===== src/rtl/mul_datapath.sv =====
// mul_datapath
// ------------
// Datapath and request/response front-end for the 4-bit shift-add sequential
// multiplier. Operand pairs arrive over a valid/ready handshake; an accepted
// request produces a one-cycle start pulse for mul_controller. The controller
// then sequences load / add / shift steps, which this block executes on the
// accumulator A (with carry), the multiplier register Q and the multiplicand
// register M. The 8-bit product is held in a result register until the
// downstream consumer takes it.
//
// Ports
//   clk_i           clock, rising-edge
//   reset_i         synchronous active-high reset
//   req_valid_i     operands valid
//   req_ready_o     block can accept operands (idle and no result pending)
//   multiplicand_i  operand M
//   multiplier_i    operand Q
//   mul_enable_o    start pulse to the controller (request handshake)
//   load_reg_i      controller: capture operands, start a job
//   add_i           controller: add phase
//   mux_ctrl_i      controller: add select (1 = M, 0 = zero)
//   shift_ena_i     controller: shift phase
//   step_count_o    controller: remaining-steps counter
//   mul_lsb_o       controller: current Q[0]
//   result_valid_o  product valid
//   result_ready_i  consumer accepts the product
//   product_o       registered product
module mul_datapath #(
  parameter int WIDTH = 4
) (
  input  logic               clk_i,
  input  logic               reset_i,
  input  logic               req_valid_i,
  output logic               req_ready_o,
  input  logic [WIDTH-1:0]   multiplicand_i,
  input  logic [WIDTH-1:0]   multiplier_i,
  output logic               mul_enable_o,
  input  logic               load_reg_i,
  input  logic               add_i,
  input  logic               mux_ctrl_i,
  input  logic               shift_ena_i,
  output logic [1:0]         step_count_o,
  output logic               mul_lsb_o,
  output logic               result_valid_o,
  input  logic               result_ready_i,
  output logic [2*WIDTH-1:0] product_o
);

  // Accumulator carries one extra bit so the add never loses its carry.
  logic [WIDTH:0]       a_q,    a_d;
  logic [WIDTH-1:0]     q_q,    q_d;
  logic [WIDTH-1:0]     m_q,    m_d;
  logic [1:0]           cnt_q,  cnt_d;
  logic                 busy_q, busy_d;
  logic [2*WIDTH-1:0]   res_q,  res_d;
  logic                 rv_q,   rv_d;

  logic [WIDTH-1:0]     addend;

  // Next-state logic for the datapath registers and the result handshake.
  always_comb begin
    a_d    = a_q;
    q_d    = q_q;
    m_d    = m_q;
    cnt_d  = cnt_q;
    busy_d = busy_q;
    res_d  = res_q;
    rv_d   = rv_q;
    addend = mux_ctrl_i ? m_q : {WIDTH{1'b0}};

    // Consumer handshake first so a completion in the same edge wins.
    if (rv_q && result_ready_i) begin
      rv_d = 1'b0;
    end else begin
      rv_d = rv_q;
    end

    // Load > add > shift if the controller ever asserts more than one.
    if (load_reg_i) begin
      a_d    = {(WIDTH+1){1'b0}};
      q_d    = multiplier_i;
      m_d    = multiplicand_i;
      cnt_d  = 2'd3;
      busy_d = 1'b1;
    end else if (add_i) begin
      // Carry from a previous add has already been shifted out of A[WIDTH].
      a_d = {1'b0, a_q[WIDTH-1:0]} + {1'b0, addend};
    end else if (shift_ena_i) begin
      a_d   = {1'b0, a_q[WIDTH:1]};
      q_d   = {a_q[0], q_q[WIDTH-1:1]};
      cnt_d = cnt_q - 2'd1;  // wraps to 3 on the final step; reloaded on load
      // Final step: capture the post-shift {A,Q}, taken here from pre-shift bits.
      // Gated by busy so stray shifts while idle never touch the result.
      if (busy_q && (cnt_q == 2'd0)) begin
        res_d  = {a_q[WIDTH:0], q_q[WIDTH-1:1]};
        rv_d   = 1'b1;
        busy_d = 1'b0;
      end else begin
        res_d  = res_q;
        busy_d = busy_q;
      end
    end else begin
      a_d = a_q;
    end
  end

  // State registers with synchronous active-high reset.
  always_ff @(posedge clk_i) begin
    if (reset_i) begin
      a_q    <= {(WIDTH+1){1'b0}};
      q_q    <= {WIDTH{1'b0}};
      m_q    <= {WIDTH{1'b0}};
      cnt_q  <= 2'd0;
      busy_q <= 1'b0;
      res_q  <= {(2*WIDTH){1'b0}};
      rv_q   <= 1'b0;
    end else begin
      a_q    <= a_d;
      q_q    <= q_d;
      m_q    <= m_d;
      cnt_q  <= cnt_d;
      busy_q <= busy_d;
      res_q  <= res_d;
      rv_q   <= rv_d;
    end
  end

  // Ready depends only on state, so valid -> ready forms no loop.
  assign req_ready_o    = ~busy_q & ~rv_q;
  assign mul_enable_o   = req_valid_i & req_ready_o;
  assign step_count_o   = cnt_q;
  assign mul_lsb_o      = q_q[0];
  assign product_o      = res_q;
  assign result_valid_o = rv_q;

endmodule


===== config.mk =====
export PLATFORM = sky130hd
export DESIGN_NAME = mul_datapath
export DESIGN_NICKNAME = d
export VERILOG_FILES = /design/src/rtl/mul_datapath.sv
export SDC_FILE = /design/constraint.sdc
export NUM_CORES = 1
export LEC_CHECK = 0
export BUFFER_PORTS_ARGS = -buffer_cell sky130_fd_sc_hd__buf_2
export CORE_ASPECT_RATIO = 0.9
export CORE_MARGIN = 4
export CORE_UTILIZATION = 52
export CTS_CLUSTER_DIAMETER = 50
export DETAILED_ROUTE_END_ITERATION = 8
export PLACE_DENSITY = 0.78
export SYNTH_ARGS = -nofsm -noshare
export SYNTH_HDL_FRONTEND = slang
export SYNTH_SLANG_ARGS = --single-unit

===== constraint.sdc =====
create_clock -name clk_i -period 2 [get_ports clk_i]
set_input_delay 0.6 -clock clk_i [delete_from_list [all_inputs] [get_ports clk_i]]
set_output_delay 0.6 -clock clk_i [all_outputs]
set_load 0.01 [all_outputs]

* After elaboration in Yosys (flattened, before gate mapping)
Cells that the tools add are included. W data, S select, Z words.
Word-level totals: word-level logic and storage cells 44, output and inout bits 14, flip-flop bits (word level) 25, input port bits 16
Operators by class: bitwise operators 6, reductions and logical operators 10, $add $sub $neg 2, eq/ne operators 1, multiplexer cells 18
Operator list (number):
- $mux W4 | 4
- $mux W5 | 2
- $mux W1 | 9
- $mux W2 | 3
- $reduce_bool A2 Y1 | 3
- $add A4 B4 Y5 | 1
- $not A1 Y1 | 4
- $reduce_and A4 Y1 | 1
- $reduce_and A3 Y1 | 1
- $and A1 B1 Y1 | 2
- $logic_and A1 B1 Y1 | 2
- $logic_not A2 Y1 | 1
- $ne A2 B2 Y1 const B | 1
- $reduce_and A2 Y1 | 1
- $reduce_or A2 Y1 | 1
- $sub A2 B1 Y2 const B | 1

* Longest topological paths before layout
depth after elaboration 6, gate-level depth with buffers 7, mapped depth without buffers 7

* Worst setup path after synthesis
OpenSTA, ideal clock, no wires.
path type in2reg, start point input mux_ctrl_i, end point register a_q[2], path slack 113 ps, library setup time 115 ps, cell stages on the path 6, path buffers 0, data required time 1885 ps, arrival time 1773 ps, cells stage by stage and2_1 ha_1 inv_1 fa_1 xor2_1 a2111oi_0
On the way: longest elaborated chain between the ends 3
RTL lines:
- start: declaration | line 40 | input logic mux_ctrl_i,
- $mux W4 | line 69 | addend = mux_ctrl_i ? m_q : {WIDTH{1'b0}};
- $add A4 B4 Y5 | line 87 | a_d = {1'b0, a_q[WIDTH-1:0]} + {1'b0, addend};
- $mux W5 | line 85 | end else if (add_i) begin
- end signal: assignment | line 110 | a_q <= {(WIDTH+1){1'b0}};
- end: declaration | line 50 | logic [WIDTH:0] a_q, a_d;
No other way between the ends. A chain may end at the register's enable or synchronous reset.

* Worst setup path after layout
Ends and elaborated chain as after synthesis.

==> metrics.md <==
| Metric | Value |
|---|---|
| Top cells by area, synth | `dfxtp_1, mux2i_1, ha_1` |
| Cell with the most instances after synthesis | `dfxtp_1` |
| Async SR Flop Fraction | `0%` |
| Data required, critical path | `2.21 ns` |
| CP cell instances | `buf_2 > and2_1 > ha_1 > inv_1 > fa_1 > xor2_1 > a2111oi_1` |
| Pleak | `0.000601 µW` |
| Finished Layout Cells | `187` |
| Antenna Violating Nets Remaining | `0` |
| Final net count | `183` |
| Setup bufs post-CTS | `0` |
| Die width | `59.2 µm` |
| Avg WL per Cell | `13.1 µm` |
| Total track usage | `17.3%` |
| Flop pwr share | `59.7%` |
| Initial Util | `55.2%` |
| Critical Path Source Type | `primary input` |
| Net Count, Synth | `156` |
| Grt ovf | `0` |
| Core ar. | `2220 µm²` |
| First-pass GRT wire length | `4180 µm` |
| FMAX | `556 MHz` |
| Switching Fraction | `26.9%` |
| Bufs on Longest Clock Path | `2` |
| Yosys warns | `0` |
| Area grow syn2layout | `12.8%` |
| Final wirelength | `2450 µm` |
| Mapped cell area | `1230 µm²` |
| Post-synth top cells | `dfxtp_1, a21oi_1, nor2_1, o21ai_0` |
| FF-to-FF Start | `a_q[0]$_SDFFE_PP0P_` |
| Hold Violations, Final | `0` |
| Final HPWL DP | `1840 µm` |
| Max transition margin | `72.6%` |
| CTS tree | `done` |
| CP endpoint kind | `flip-flop` |
| Worst path buffer plus inverter count | `2` |
| Antenna violations before repair | `0` |
| Arr. time, crit path | `2.01 ns` |
| Root buffer cell | `clkbuf_4` |
| RSZ-0062 raised after global routing | `false` |
| Post-Syn Instances | `134` |
| Max Cap Viol | `0` |
| Peak VDD IR | `0.000523 V` |
| CP max-delay cell | `fa_1` |
| Number of synthesized register bits | `25` |
| Setup Skew | `0.00569 ns` |
| CTS clk-pin slew, worst paths | `0.13 ns` |
| Largest net degree at the start of global routing | `24` |
| CTS Sinks | `25` |
| Minimum clock period | `1.80 ns` |
| Synth Flop Type | `dfxtp_1` |
| Area leader, netlist | `dfxtp_1` |
| R2R Setup Slk | `0.21 ns` |
| Design internal power | `651 µW` |
| Setup WS pre-CTS | `-0.118 ns` |
| # setup viols final | `0` |
| Die area | `3200 µm²` |
| CTS buffer count | `3` |
| Post-synthesis average cell area | `9.16 µm²` |
| Run status | `completed` |
| GPL Wtd Cong | `0.740` |
| Vias per cell | `5.50` |
| Post-synthesis cell type count | `31` |
| Post-synthesis sequential area ratio | `40.8%` |
| Layout cells sized above 1 | `24.4%` |
| Final period utilization | `90.0%` |
| Least-Margin Pin Slew | `0.410 ns` |
| Ant diodes | `0` |
| Worst Hold End | `product_o[7]$_SDFFE_PP0P_` |
| Via Count | `1,029` |
| H-tree depth | `1` |
| Area taken by multi-input logic gates | `641 µm²` |
| Die Span Y | `54.1 µm` |
| Top cell type's share of synthesized area | `40.8%` |
| Logic pwr share | `14.6%` |
| Reg2reg end | `a_q[2]$_SDFFE_PP0P_` |
| Post-CTS Hold Buffers | `0` |
| Worst hold stages | `2` |
| Layout fillers | `209` |
| Min-delay worst type | `reg -> reg` |
| Worst-Skew Late Latency | `0.33 ns` |
| Dpl cells | `183` |
| FF/Latch Area | `500 µm²` |
| Pwr Density | `643 nW/µm²` |
| Worst path top cell family by delay | `adder cells` |
| Count of input and output buffers | `29` |
| Max FO, Critical Path | `2` |
| Max incr delay on CP | `0.41 ns` |
| Setup CP Type | `in -> reg` |
| R2R depth | `5` |
| Drt pass-1 iters | `4` |
| Worst Hold Launch | `product_o[7]$_SDFFE_PP0P_` |
| Clk network pwr share | `25.7%` |
| DRT iter0 DRCs | `15` |
| NetSw | `240 µW` |
| I/O pin count | `30` |
| PnR Total Power | `891 µW` |
| EDFF count, synth | `0` |
| DRC violations left | `0` |
| Max-slew violation count | `0` |
| PnR worst setup slack | `0.200 ns` |
| # rows | `16` |
| Vias in the first global route | `949` |
## area by class of cell
cell class,count,share of cell area (%)
clock buffer,3,1.63
clock inverter,1,0.361
inverter,8,2.17
multi-input combinational,93,46.3
sequential,25,36.1
tap,27,2.44
timing repair buffer,30,11.0
## layer usage
| layer | part of all wire, % | up-vias | track usage, % | routed length [µm] |
|---|---|---|---|---|
| met2 | 45 | 36 | 26.9 | 1100 |
| met3 | 6.8 | 5 | 5.28 | 167 |
| li1 | - | 523 | - | - |
| met1 | 47 | 465 | 22.3 | 1140 |
| met4 | 1.7 | 0 | 6.79 | 41 |
| met5 | 0 | - | 0 | 0 |
## worst min-delay path, delay by kind of cell, from the launching register on
kind / cells / cell delay [ns]
DFF: 1 / 0.33
AOI/OAI and AO/OA: 2 / 0.12
## cell families (layout without fill, tap and decap cells)
logic type                 count (synthesis)  after routing  synth area share (%)
DFF                                       25             25                  40.8
xor gates and xnor gates                   2              2                  1.43
buffers and inverters                     16             42                  7.14
muxes                                     11             11                  9.48
and+or+nand+nor                           39             39                  17.7
AOI/OAI and AO/OA                         35             35                  16.7
adders and majority gates                  6              6                  6.73
## stage by stage
stage	cell area (µm²)	hold WS (ns)	utilization, %	setup TNS [ns]
2_1_floorplan	1230	0.449	-	0
3_3_place_gp	1360	0.460	61.0	-0.0337
3_5_place_dp	1360	0.467	61.0	-0.118
4_1_cts	1380	0.486	62.3	0
5_1_grt	1390	0.500	62.3	0
6_report	1390	0.484	62.3	0
## sequential cells by signal, summed over array words and instances, names as in the netlist
name and count:
q_q 4, a_q 5, step_count_o 2, m_q 4, product_o 8, result_valid_o 1, busy_q 1
## worst max-delay path by stage
| stage | slack [ns] | depth (start not counted) | from | endpoint |
|---|---|---|---|---|
| 3_3_place_gp | -0.03 | 7 | mux_ctrl_i | a_q[2]$_SDFFE_PP0P_ |
| 3_5_place_dp | -0.12 | 7 | mux_ctrl_i | a_q[2]$_SDFFE_PP0P_ |
| 6_report | 0.20 | 7 | mux_ctrl_i | a_q[2]$_SDFFE_PP0P_ |
| 5_1_grt | 0.004 | 6 | m_q[0]$_SDFFE_PP0P_ | a_q[2]$_SDFFE_PP0P_ |
| 2_1_floorplan | 0.11 | 6 | mux_ctrl_i | a_q[2]$_SDFFE_PP0P_ |
| 4_1_cts | 0.23 | 5 | a_q[0]$_SDFFE_PP0P_ | a_q[2]$_SDFFE_PP0P_ |
## cell usage in the layout (no fill, tap or decap)
master and count:
nor2_1 12, a2111oi_1 1, buf_4 1, mux2i_1 9, nand4bb_1 1, a2111oi_0 1, mux2_2 1, nand3_1 9
clkinv_2 1, nor2b_4 1, a211oi_1 7, xor2_1 1, a31oi_1 1, nor3_1 1, clkbuf_4 3, and4b_1 1
a21oi_2 1, mux2_4 1, o21ai_0 12, nor2b_1 4, fa_1 1, xnor2_1 1, ha_1 5, and4bb_2 1
a21oi_1 12, and2b_1 1, inv_1 7, nand2_1 3, dfxtp_1 25, clkinv_1 1, and2_1 5, buf_2 29
## power groups by stage
stage / sequential [µW] / clock [µW] / combinational (µW)
after global routing: 535 / 261 / 146
after detailed placement: 543 / 0 / 129
after floorplan: 542 / 0 / 91.2
final: 532 / 229 / 130
after global placement: 542 / 0 / 124
after CTS: 532 / 241 / 130
## what timing repair did
item	4_1_cts	5_1_grt
setup endpoints to repair	0	1
gates resized for setup	0	1
hold endpoints to repair	0	0
No activity file was read; power rests on OpenSTA's default activity.
